### src/rtl/mac_pkg.sv
// Shared types and default sizing for the pipelined multiply-accumulate block.
package mac_pkg;

  localparam int MAC_WIDTH_DEF = 8;
  localparam int MAC_GUARD_DEF = 4;

  typedef enum logic {
    MAC_MADD = 1'b0,
    MAC_ACC  = 1'b1
  } mac_mode_e;

endpackage

### src/rtl/mac_mult_stage.sv
// Pipeline stage 1: registered unsigned multiplier that also carries the
// addend and control bits alongside the product; holds while en_i is low.
module mac_mult_stage
  import mac_pkg::*;
#(
  parameter int WIDTH = MAC_WIDTH_DEF
) (
  input  logic               clk_i,
  input  logic               rst_i,
  input  logic               en_i,
  input  logic               valid_i,
  input  logic [WIDTH-1:0]   a_i,
  input  logic [WIDTH-1:0]   b_i,
  input  logic [WIDTH-1:0]   c_i,
  input  logic               mode_i,
  input  logic               clr_i,
  output logic               valid_o,
  output logic [2*WIDTH-1:0] prod_o,
  output logic [WIDTH-1:0]   c_o,
  output mac_mode_e          mode_o,
  output logic               clr_o
);

  logic               valid_q;
  logic [2*WIDTH-1:0] prod_q;
  logic [2*WIDTH-1:0] prod_d;
  logic [WIDTH-1:0]   c_q;
  mac_mode_e          mode_q;
  logic               clr_q;

  assign prod_d = {{WIDTH{1'b0}}, a_i} * {{WIDTH{1'b0}}, b_i};

  // Payload only loads on an accepted beat; an empty advance just drops valid.
  always_ff @(posedge clk_i) begin
    if (rst_i) begin
      valid_q <= 1'b0;
      prod_q  <= '0;
      c_q     <= '0;
      mode_q  <= MAC_MADD;
      clr_q   <= 1'b0;
    end else if (en_i) begin
      valid_q <= valid_i;
      if (valid_i) begin
        prod_q <= prod_d;
        c_q    <= c_i;
        mode_q <= mac_mode_e'(mode_i);
        clr_q  <= clr_i;
      end
    end
  end

  assign valid_o = valid_q;
  assign prod_o  = prod_q;
  assign c_o     = c_q;
  assign mode_o  = mode_q;
  assign clr_o   = clr_q;

endmodule

### src/rtl/pipelined_mac.sv
// Two-stage valid/ready multiply-add / multiply-accumulate pipeline.
// Define MAC_SATURATE_EN to clamp overflowing ACC results instead of wrapping.
module pipelined_mac
  import mac_pkg::*;
#(
  parameter  int WIDTH = MAC_WIDTH_DEF,
  parameter  int GUARD = MAC_GUARD_DEF,
  localparam int OUT_W = 2*WIDTH + GUARD
) (
  input  logic             clk_i,
  input  logic             rst_i,
  input  logic             valid_i,
  output logic             ready_o,
  input  logic [WIDTH-1:0] a_i,
  input  logic [WIDTH-1:0] b_i,
  input  logic [WIDTH-1:0] c_i,
  input  logic             mode_i,
  input  logic             clr_i,
  output logic             valid_o,
  input  logic             ready_i,
  output logic [OUT_W-1:0] d_o,
  output logic             ovf_o
);

  logic               s1Valid;
  logic [2*WIDTH-1:0] s1Prod;
  logic [WIDTH-1:0]   s1C;
  mac_mode_e          s1Mode;
  logic               s1Clr;

  logic               s1Adv;
  logic               s2Adv;

  logic               valid_q;
  logic [OUT_W-1:0]   d_q;
  logic               ovf_q;
  logic [OUT_W-1:0]   acc_q;

  logic [OUT_W-1:0]   pExt;
  logic [OUT_W-1:0]   cExt;
  logic [OUT_W-1:0]   accBase;
  logic [OUT_W:0]     accSum;
  logic [OUT_W-1:0]   acc_d;
  logic [OUT_W-1:0]   res_d;
  logic               ovf_d;

  assign s2Adv   = !valid_q || ready_i;
  assign s1Adv   = !s1Valid || s2Adv;
  assign ready_o = s1Adv && !rst_i;

  mac_mult_stage #(
    .WIDTH (WIDTH)
  ) u_mult (
    .clk_i   (clk_i),
    .rst_i   (rst_i),
    .en_i    (ready_o),
    .valid_i (valid_i),
    .a_i     (a_i),
    .b_i     (b_i),
    .c_i     (c_i),
    .mode_i  (mode_i),
    .clr_i   (clr_i),
    .valid_o (s1Valid),
    .prod_o  (s1Prod),
    .c_o     (s1C),
    .mode_o  (s1Mode),
    .clr_o   (s1Clr)
  );

  // The sum keeps one extra carry bit so overflow is the true-sum test.
  always_comb begin
    pExt    = OUT_W'(s1Prod);
    cExt    = OUT_W'(s1C);
    accBase = s1Clr ? cExt : acc_q;
    accSum  = {1'b0, accBase} + {1'b0, pExt};
    acc_d   = acc_q;
    res_d   = pExt + cExt;
    ovf_d   = 1'b0;
    if (s1Mode == MAC_ACC) begin
      ovf_d = accSum[OUT_W];
`ifdef MAC_SATURATE_EN
      acc_d = accSum[OUT_W] ? {OUT_W{1'b1}} : accSum[OUT_W-1:0];
`else
      acc_d = accSum[OUT_W-1:0];
`endif
      res_d = acc_d;
    end
  end

  always_ff @(posedge clk_i) begin
    if (rst_i) begin
      valid_q <= 1'b0;
      d_q     <= '0;
      ovf_q   <= 1'b0;
      acc_q   <= '0;
    end else if (s2Adv) begin
      valid_q <= s1Valid;
      if (s1Valid) begin
        d_q   <= res_d;
        ovf_q <= ovf_d;
        acc_q <= acc_d;
      end
    end
  end

  assign valid_o = valid_q;
  assign d_o     = d_q;
  assign ovf_o   = ovf_q;

endmodule
### config.mk
export PLATFORM = sky130hd
export DESIGN_NAME = pipelined_mac
export DESIGN_NICKNAME = d
export VERILOG_FILES = /design/src/rtl/mac_pkg.sv /design/src/rtl/mac_mult_stage.sv /design/src/rtl/pipelined_mac.sv
export SDC_FILE = /design/constraint.sdc
export NUM_CORES = 1
export LEC_CHECK = 0
export ABC_AREA = 1
export CAP_MARGIN = 10
export CORE_MARGIN = 1
export CORE_UTILIZATION = 42
export DETAILED_ROUTE_END_ITERATION = 7
export SYNTH_ARGS = -nofsm -noshare
export SYNTH_HDL_FRONTEND = slang
export SYNTH_SLANG_ARGS = --single-unit
### constraint.sdc
create_clock -name clk_i -period 5.1 [get_ports clk_i]
set_input_delay 0.765 -clock clk_i [delete_from_list [all_inputs] [get_ports clk_i]]
set_output_delay 0.765 -clock clk_i [all_outputs]
set_load 0.005 [all_outputs]
-- After elaboration in Yosys (flattened, before gate mapping)
Index checks and enable logic that the tools add are counted.
Widths: inputs -> output; s select.
- $add $sub $neg: 2
- $mul: 1
- muxes and demuxes: 3
- reductions and logical operators: 9
- operators with widths (operator ; number):
    $mux 20 ; 2
    $add 20x16->21 ; 1
    $add 16x8->17 ; 1
    $mul 8x8->16 ; 1
    $reduce_and 2->1 ; 2
    $logic_not 1->1 ; 3
    $reduce_and 3->1 ; 1
    $logic_or 1x1->1 ; 2
    $logic_and 1x1->1 ; 1
    $mux 1 ; 1
- bits in registers: 69
- input port bits: 30
- output and inout port bits: 23

-- Logic depth before layout (Yosys ltp)
Gate-level depths: netlist of run 1.
- depth in word-level cells: 5
- mapped depth: 21
- mapped depth without buffers: 20

-- Modules after synthesis
A second synthesis of run 1 with hierarchy kept.
- cell total of the unflattened synthesis: 1097
- area total of the unflattened synthesis: 6884.1 um^2
- modules (own cells, without submodules) (module ; times used ; cells an instance ; area an instance (um^2)):
    pipelined_mac ; 1 ; 599 ; 3538.4
    mac_mult_stage ; 1 ; 498 ; 3345.7

-- Worst setup path after synthesis of run 1
No wires, ideal clock.
- path kind: in2reg
- from: input port a_i[0]
- to: register u_mult.prod_q[11] (netlist: u_mult.prod_o[11])
- setup time: 0.121 ns
- data arrival time: 4.352 ns
- required time: 4.979 ns
- slack: 0.627 ns
- stages on the path: 17
- path buffers: 1
- path through: clkbuf_1 -> nand2_1 -> fa_1 -> fa_1 -> inv_1 -> fa_1 -> inv_1 -> fa_1 -> inv_1 -> ha_1 -> nand2_1 -> o21ai_0 -> a21oi_1 -> o21ai_0 -> nand2_1 -> nand2_1 -> o21ai_0
- longest elaborated chain between the ends: 1
- RTL lines (item ; line ; source):
    start: declaration ; pipelined_mac.sv:14 ; input logic [WIDTH-1:0] a_i,
    $mul 8x8->16 ; mac_mult_stage.sv:31 ; assign prod_d = {{WIDTH{1'b0}}, a_i} * {{WIDTH{1'b0}}, b_i};
    end signal: assignment ; mac_mult_stage.sv:44 ; prod_q <= prod_d;
    end: declaration ; mac_mult_stage.sv:25 ; logic [2*WIDTH-1:0] prod_q;
No other way between the ends.
A chain may end at the register's enable or synchronous reset.

-- Worst setup path after layout of run 1
- from: input port b_i[5]
- to: register u_mult.prod_q[11] (netlist: u_mult.prod_o[11])
- longest elaborated chain between the ends: 1
- RTL lines (item ; line ; source):
    start: declaration ; pipelined_mac.sv:15 ; input logic [WIDTH-1:0] b_i,
    $mul 8x8->16 ; mac_mult_stage.sv:31 ;
No other way between the ends.

==> results of run 1 <==
-- stage by stage --
stage               power [µW]  worst slack [ps]  instance area (µm²)  std cells    util
floorplan                 1384             627.0                 6705       1035       -
global placement          1659             93.65                 7462       1279  0.4855
detailed placement        1664             21.74                 7462       1279  0.4855
CTS                       2345             374.7                 7777       1295  0.5060
global route              2536             31.64                 7777       1295  0.5060
finish                    2336             364.8                 7777       1295  0.5060
-- power groups by stage --
stage          Clock [µW]  Combinational, µW  Sequential, µW
4_1_cts               686               1010             655
3_5_place_dp            0                998             666
2_1_floorplan           0                742             642
6_report              673               1010             655
5_1_grt               706               1170             662
3_3_place_gp            0                993             667
-- worst min-delay path by stage --
stage	start	to	slack, ps	cells after the start
after global placement	acc_q[3]$_SDFFE_PP0P_	acc_q[3]$_SDFFE_PP0P_	440	2
final	acc_q[3]$_SDFFE_PP0P_	acc_q[3]$_SDFFE_PP0P_	450	2
after global routing	d_o[17]$_SDFFE_PP0P_	d_o[17]$_SDFFE_PP0P_	480	2
after CTS	acc_q[3]$_SDFFE_PP0P_	acc_q[3]$_SDFFE_PP0P_	450	2
after floorplan	acc_q[3]$_SDFFE_PP0P_	acc_q[3]$_SDFFE_PP0P_	430	2
after detailed placement	acc_q[3]$_SDFFE_PP0P_	acc_q[3]$_SDFFE_PP0P_	440	2
-- layer usage --
layer	up-vias	routed length, µm	part of all wire	track usage
met5	-	0	0	0
met1	2854	9190	0.53	0.3414
met3	12	853	0.049	0.03742
met4	0	133	0.0077	0.03945
met2	138	7134	0.41	0.3444
li1	3294	-	-	-
-- critical path, stage by stage --
cell and delay (ps):
clkdlybuf4s50_1 640, nand2_1 120, fa_1 480, fa_1 550
inv_1 50, fa_1 530, inv_1 60, fa_1 530
inv_1 40, ha_1 340, nand2_1 110, o21ai_0 230
a21oi_1 90, o21ai_0 220, nand2_1 80, nand2_1 60
o21ai_0 70
-- registers in the layout, indices dropped and copies added (netlist names) --
name	count
u_mult.valid_o	1
u_mult.mode_o	1
u_mult.prod_o	16
ovf_o	1
acc_q	20
valid_o	1
u_mult.c_o	8
d_o	20
u_mult.clr_o	1
-- final cells by class --
cell class | instances | share of cell area
clock buffers | 9 | 0.02896
clock inverters | 7 | 0.01158
inverters | 219 | 0.1062
multi-input cells | 712 | 0.5594
flip-flops and latches | 69 | 0.1776
well taps | 211 | 0.03394
repair buffers | 68 | 0.08237
-- cells by family (layout without fill, tap and decap cells) --
| logic type | after synthesis | in the layout | synth area share |
|---|---|---|---|
| AND/OR/NAND/NOR | 458 | 458 | 0.2902 |
| XOR/XNOR | 12 | 12 | 0.01567 |
| buffers and inverters | 254 | 303 | 0.1452 |
| flip-flops | 69 | 69 | 0.2060 |
| adder cells (fa/ha/maj) | 98 | 98 | 0.2254 |
| AO/OA/AOI/OAI | 144 | 144 | 0.1176 |
-- synth_stat cells, drive strengths merged --
cell type | n | share of area
a31oi | 7 | 0.0065
nand3b | 2 | 0.0022
o32ai | 1 | 0.0013
nor4 | 1 | 0.00093
xnor2 | 6 | 0.0078
nand4 | 7 | 0.0065
a21o | 3 | 0.0034
buf | 11 | 0.0086
o211ai | 3 | 0.0034
o31ai | 2 | 0.0022
nand2 | 298 | 0.17
a21oi | 66 | 0.050
dfxtp | 69 | 0.21
o22ai | 2 | 0.0019
nor3 | 10 | 0.0082
fa | 38 | 0.11
a21boi | 2 | 0.0022
o21ai | 52 | 0.039
nand3 | 77 | 0.060
clkinv | 1 | 0.00075
nor2 | 59 | 0.039
xor2 | 6 | 0.0078
inv | 218 | 0.12
clkbuf | 24 | 0.013
or2 | 4 | 0.0037
ha | 60 | 0.11
a22oi | 1 | 0.0019
o21bai | 5 | 0.0056
==> impl_metrics.py, run 1 <==
metrics = {
    "yosys": {
        "synth_seq_cells": 69,
        "synthCells": 1035,
        "seq_area_frac_synth": 0.2060,
        "ys_warn_count": 0,
        "syn_area_per_cell_um2": 6.478,
        "syn_area_mm2": 0.006705,
        "yosysUniqueCellTypes": 41,
        "synth_nets": 1163,
    },
    "power": {
        "peakVddDrop_mv": 0.1777,
        "seqPwrFrac": 0.280,
        "clkPwrFrac": 0.288,
        "comb_power_share": 0.432,
        "power_density_mw_per_mm2": 300.3,
        "p_leak_uw": 0.004202,
        "p_switching_uw": 925.2,
        "switching_share": 0.3961,
        "intPower_uw": 1411,
    },
    "finish": {
        "layout_commonest_cell": "nand2_1",
        "n_fill_cell": 1620,
        "area_growth_pct": 15.99,
        "diodes": 0,
        "seq_area_mm2": 0.001381,
        "fin_nets": 1207,
        "final_cell_mix": "292 x nand2_1, 212 x inv_1, 74 x nand3_1",
        "drive_gt1_frac": 0.05720,
        "multi_input_area_mm2": 0.004350,
    },
    "floorplanning": {
        "ios": 53,
        "core_area_mm2": 0.01537,
        "initial_core_util": 0.4362,
        "fp.dieH_um": 128.4,
        "rows": 45,
        "die_w_um": 128.4,
        "design.die.area_mm2": 0.01647,
    },
    "critical_path": {
        "r2r-start": "u_mult.clr_o$_SDFFE_PP0P_",
        "worstSetupStartpointType": "input port",
        "cp.arrival_ps": 4950,
        "path_class": "input port to flop",
        "worstReg2RegEnd": "d_o[16]$_SDFFE_PP0P_",
        "rrSetupSlack_ps": 1840,
        "cp_max_fo": 7,
        "critPathCaptureType": "flop",
        "crit_end": "u_mult.prod_o[11]$_SDFFE_PP0P_",
        "rr_worst_depth": 15,
        "critPathLaunch": "b_i[5]",
        "crit_required_ps": 5320,
    },
    "clock_network": {
        "cts_buffers": 9,
        "cts.sink_count": 69,
        "cts_tree": "done",
        "clk_path_buf_depth": 2,
        "insertion_delay_ps": 340,
        "cts_resized": 0,
        "htree_levels": 3,
        "cts_setup_buffers": 0,
        "cts_hold_buf": 0,
        "clk_pin_slew_ps": 60,
        "clockRootBuffer": "clkbuf_16",
    },
    "placement": {
        "port_buffers": 52,
        "dpl.hpwl_um": 13720,
        "gp_congestion": 0.9227,
    },
    "drt": {
        "vias": 6298,
        "drc": 0,
        "wl_per_cell_um": 13.37,
        "drt-vias-per-instance": 4.863,
        "ant_nets": 0,
        "initialDrtViolationCount": 455,
        "drt_wl_total_um": 17310,
        "dr.pass1.iters": 5,
    },
    "timing": {
        "fin_crit_sh": 0.9285,
        "finalCriticalPeriod_ps": 4735,
        "setup_viol_count_final": 0,
        "max_freq_mhz": 211.2,
        "hold_viol": 0,
        "tns_ps": 0,
        "rsz0062_at_grt": "false",
        "skew_ps": 3.496,
        "hold_ws_ps": 451.7,
        "tightest_slew_ps": 750.9,
        "slew_viol_final": 0,
        "relSlewSlack": 0.4987,
    },
    "global_route": {
        "grt_pass1_vias": 5896,
        "overflow": 0,
        "grt_pass1_wl_um": 29380,
        "grt_max_degree": 37,
        "grt_usage": 0.2275,
        "antenna_found_initial": 0,
    },
    "status": {
        "status": "completed",
    },
    "min_path": {
        "min-delay-path-class": "flop to flop",
    },
    "run": {
        "maxCapViolCount": 0,
    },
}
Power figures use the tool's default switching activity.
==> inputs of run 2 (changes only) <==
Settings changed: GPL_TIMING_DRIVEN set to 0.
==> run 2 against run 1 <==
  * Maximum frequency is 3.1% higher
  * Flip-flop and latch count stayed put
  * Utilization is 0.96 points lower
  * Via count is 0.95% higher
  * Sequential share of layout area is 0.34 points higher
  * Clock skew is 4.8 ps higher
==> impl_metrics.py, run 2 (synthesis results as in run 1) <==
metrics = {
    "status": {
        "status": "completed",
    },
    "finish": {
        "fin_nets": 1209,
        "area_growth_pct": 13.79,
        "drive_gt1_frac": 0.05249,
        "layout_commonest_cell": "nand2_1",
        "final_cell_mix": "292 x nand2_1, 212 x inv_1, 74 x nand3_1",
        "seq_area_mm2": 0.001381,
        "diodes": 0,
        "multi_input_area_mm2": 0.004350,
        "fin_cells": 1297,
        "n_fill_cell": 1642,
    },
    "timing": {
        "hold_ws_ps": 454.2,
        "fin_crit_sh": 0.9008,
        "fin_ws_ps": 505.9,
        "hold_viol": 0,
        "tightest_slew_ps": 760.9,
        "skew_ps": 8.250,
        "max_freq_mhz": 217.7,
        "tns_ps": 0,
        "setup_viol_count_final": 0,
        "finalCriticalPeriod_ps": 4594,
        "rsz0062_at_grt": "false",
        "relSlewSlack": 0.4927,
        "slew_viol_final": 0,
    },
    "power": {
        "power_density_mw_per_mm2": 303.5,
        "peakVddDrop_mv": 0.1738,
        "intPower_uw": 1352,
        "clkPwrFrac": 0.288,
        "seqPwrFrac": 0.283,
        "p_switching_uw": 964.1,
        "comb_power_share": 0.429,
        "switching_share": 0.4163,
        "p_leak_uw": 0.004124,
    },
    "clock_network": {
        "cts_buffers": 9,
        "cts_resized": 0,
        "insertion_delay_ps": 350,
        "htree_levels": 3,
        "cts_hold_buf": 0,
        "cts_setup_buffers": 0,
        "clk_path_buf_depth": 2,
        "clockRootBuffer": "clkbuf_16",
        "clk_pin_slew_ps": 60,
        "cts.sink_count": 69,
        "cts_tree": "done",
    },
    "critical_path": {
        "rr_worst_depth": 17,
        "critPathCaptureType": "flop",
        "path_class": "input port to flop",
        "crit_required_ps": 5330,
        "slowest_delay_ps": 550,
        "worstSetupStartpointType": "input port",
        "worst_path_max_delay_cell": "fa_1",
        "cp_max_fo": 8,
        "rrSetupSlack_ps": 1990,
        "cp.arrival_ps": 4830,
        "path_depth": 17,
        "crit_chain": "clkbuf_1 -> nand2_1 -> fa_1 -> fa_1 -> inv_1 -> fa_1 -> inv_1 -> fa_1 -> inv_1 -> ha_1 -> nand2_1 -> o21ai_0 -> a21oi_1 -> o21ai_0 -> nand2_1 -> nand2_1 -> o21ai_0",
        "worst-path-buf-inv": 4,
        "cp_top_family": "adder cells",
    },
    "drt": {
        "ant_nets": 0,
        "drt-vias-per-instance": 4.902,
        "vias": 6358,
        "drc": 0,
        "wl_per_cell_um": 14.31,
        "initialDrtViolationCount": 445,
        "drt_wl_total_um": 18560,
        "dr.pass1.iters": 5,
    },
    "run": {
        "maxCapViolCount": 0,
    },
    "global_route": {
        "grt_max_degree": 14,
        "antenna_found_initial": 0,
        "overflow": 0,
        "grt_usage": 0.2399,
        "grt_pass1_wl_um": 30770,
        "grt_pass1_vias": 5953,
    },
    "floorplanning": {
        "design.die.area_mm2": 0.01647,
        "core_area_mm2": 0.01537,
        "initial_core_util": 0.4362,
        "ios": 53,
        "die_w_um": 128.4,
        "rows": 45,
        "fp.dieH_um": 128.4,
    },
    "min_path": {
        "min_path_cells": 2,
        "min-delay-path-class": "flop to flop",
    },
    "placement": {
        "gp_congestion": 0.9281,
        "port_buffers": 35,
        "place_ws_ps": 196.1,
        "place_inst": 1281,
        "dpl.hpwl_um": 15050,
    },
}
==> run 2: cell types whose count changed in the layout (fill, tap and decap cells not counted), sizes merged <==
cell and change:
buf -5, bufinv -1, clkbuf +25, clkdlybuf4s50 -17, clkinv -1, inv +1
==> run 2: power groups by stage <==
stage	Sequential (µW)	Combinational (µW)	Clock, µW
global placement	666	976	0
CTS	654	988	671
finish	655	993	668
detailed placement	666	977	0
global route	659	1160	698
floorplan	642	742	0
==> run 2: cell type report <==
cell class	instances	area share
clock buffer	10	0.03132
inverter	219	0.1082
tap	211	0.03460
sequential	69	0.1810
buffer	35	0.01935
timing repair buffer	35	0.04592
multi-input combinational	712	0.5702
clock inverter	6	0.009347
==> run 2: path summary, 6_finish.rpt <==
path | to | from
setup / recovery | u_mult.prod_o[11]$_SDFFE_PP0P_ | a_i[0]
hold / removal | acc_q[3]$_SDFFE_PP0P_ | acc_q[3]$_SDFFE_PP0P_
setup reg to reg | d_o[16]$_SDFFE_PP0P_ | u_mult.clr_o$_SDFFE_PP0P_
hold reg to reg | acc_q[3]$_SDFFE_PP0P_ | acc_q[3]$_SDFFE_PP0P_
==> run 2: layer usage <==
| metal | GRT usage | part of all wire | vias to the layer above |
|---|---|---|---|
| met5 | 0 | 0 | - |
| met4 | 0.03945 | 0.0076 | 0 |
| met3 | 0.03368 | 0.045 | 11 |
| met2 | 0.3622 | 0.41 | 157 |
| met1 | 0.3649 | 0.53 | 2890 |
| li1 | - | - | 3300 |
==> run 2: worst min-delay path, stage by stage (launching register included) <==
cell     delay [ps]
dfxtp_1         300
inv_1            60
a21oi_1          50
==> run 2: stage by stage <==
stage / cell area, µm² / power, µW / utilization
finish: 7630 / 2316 / 0.4964
global route: 7630 / 2518 / 0.4964
CTS: 7630 / 2314 / 0.4964
detailed placement: 7320 / 1643 / 0.4762
global placement: 7320 / 1642 / 0.4762
floorplan: 6705 / 1384 / -
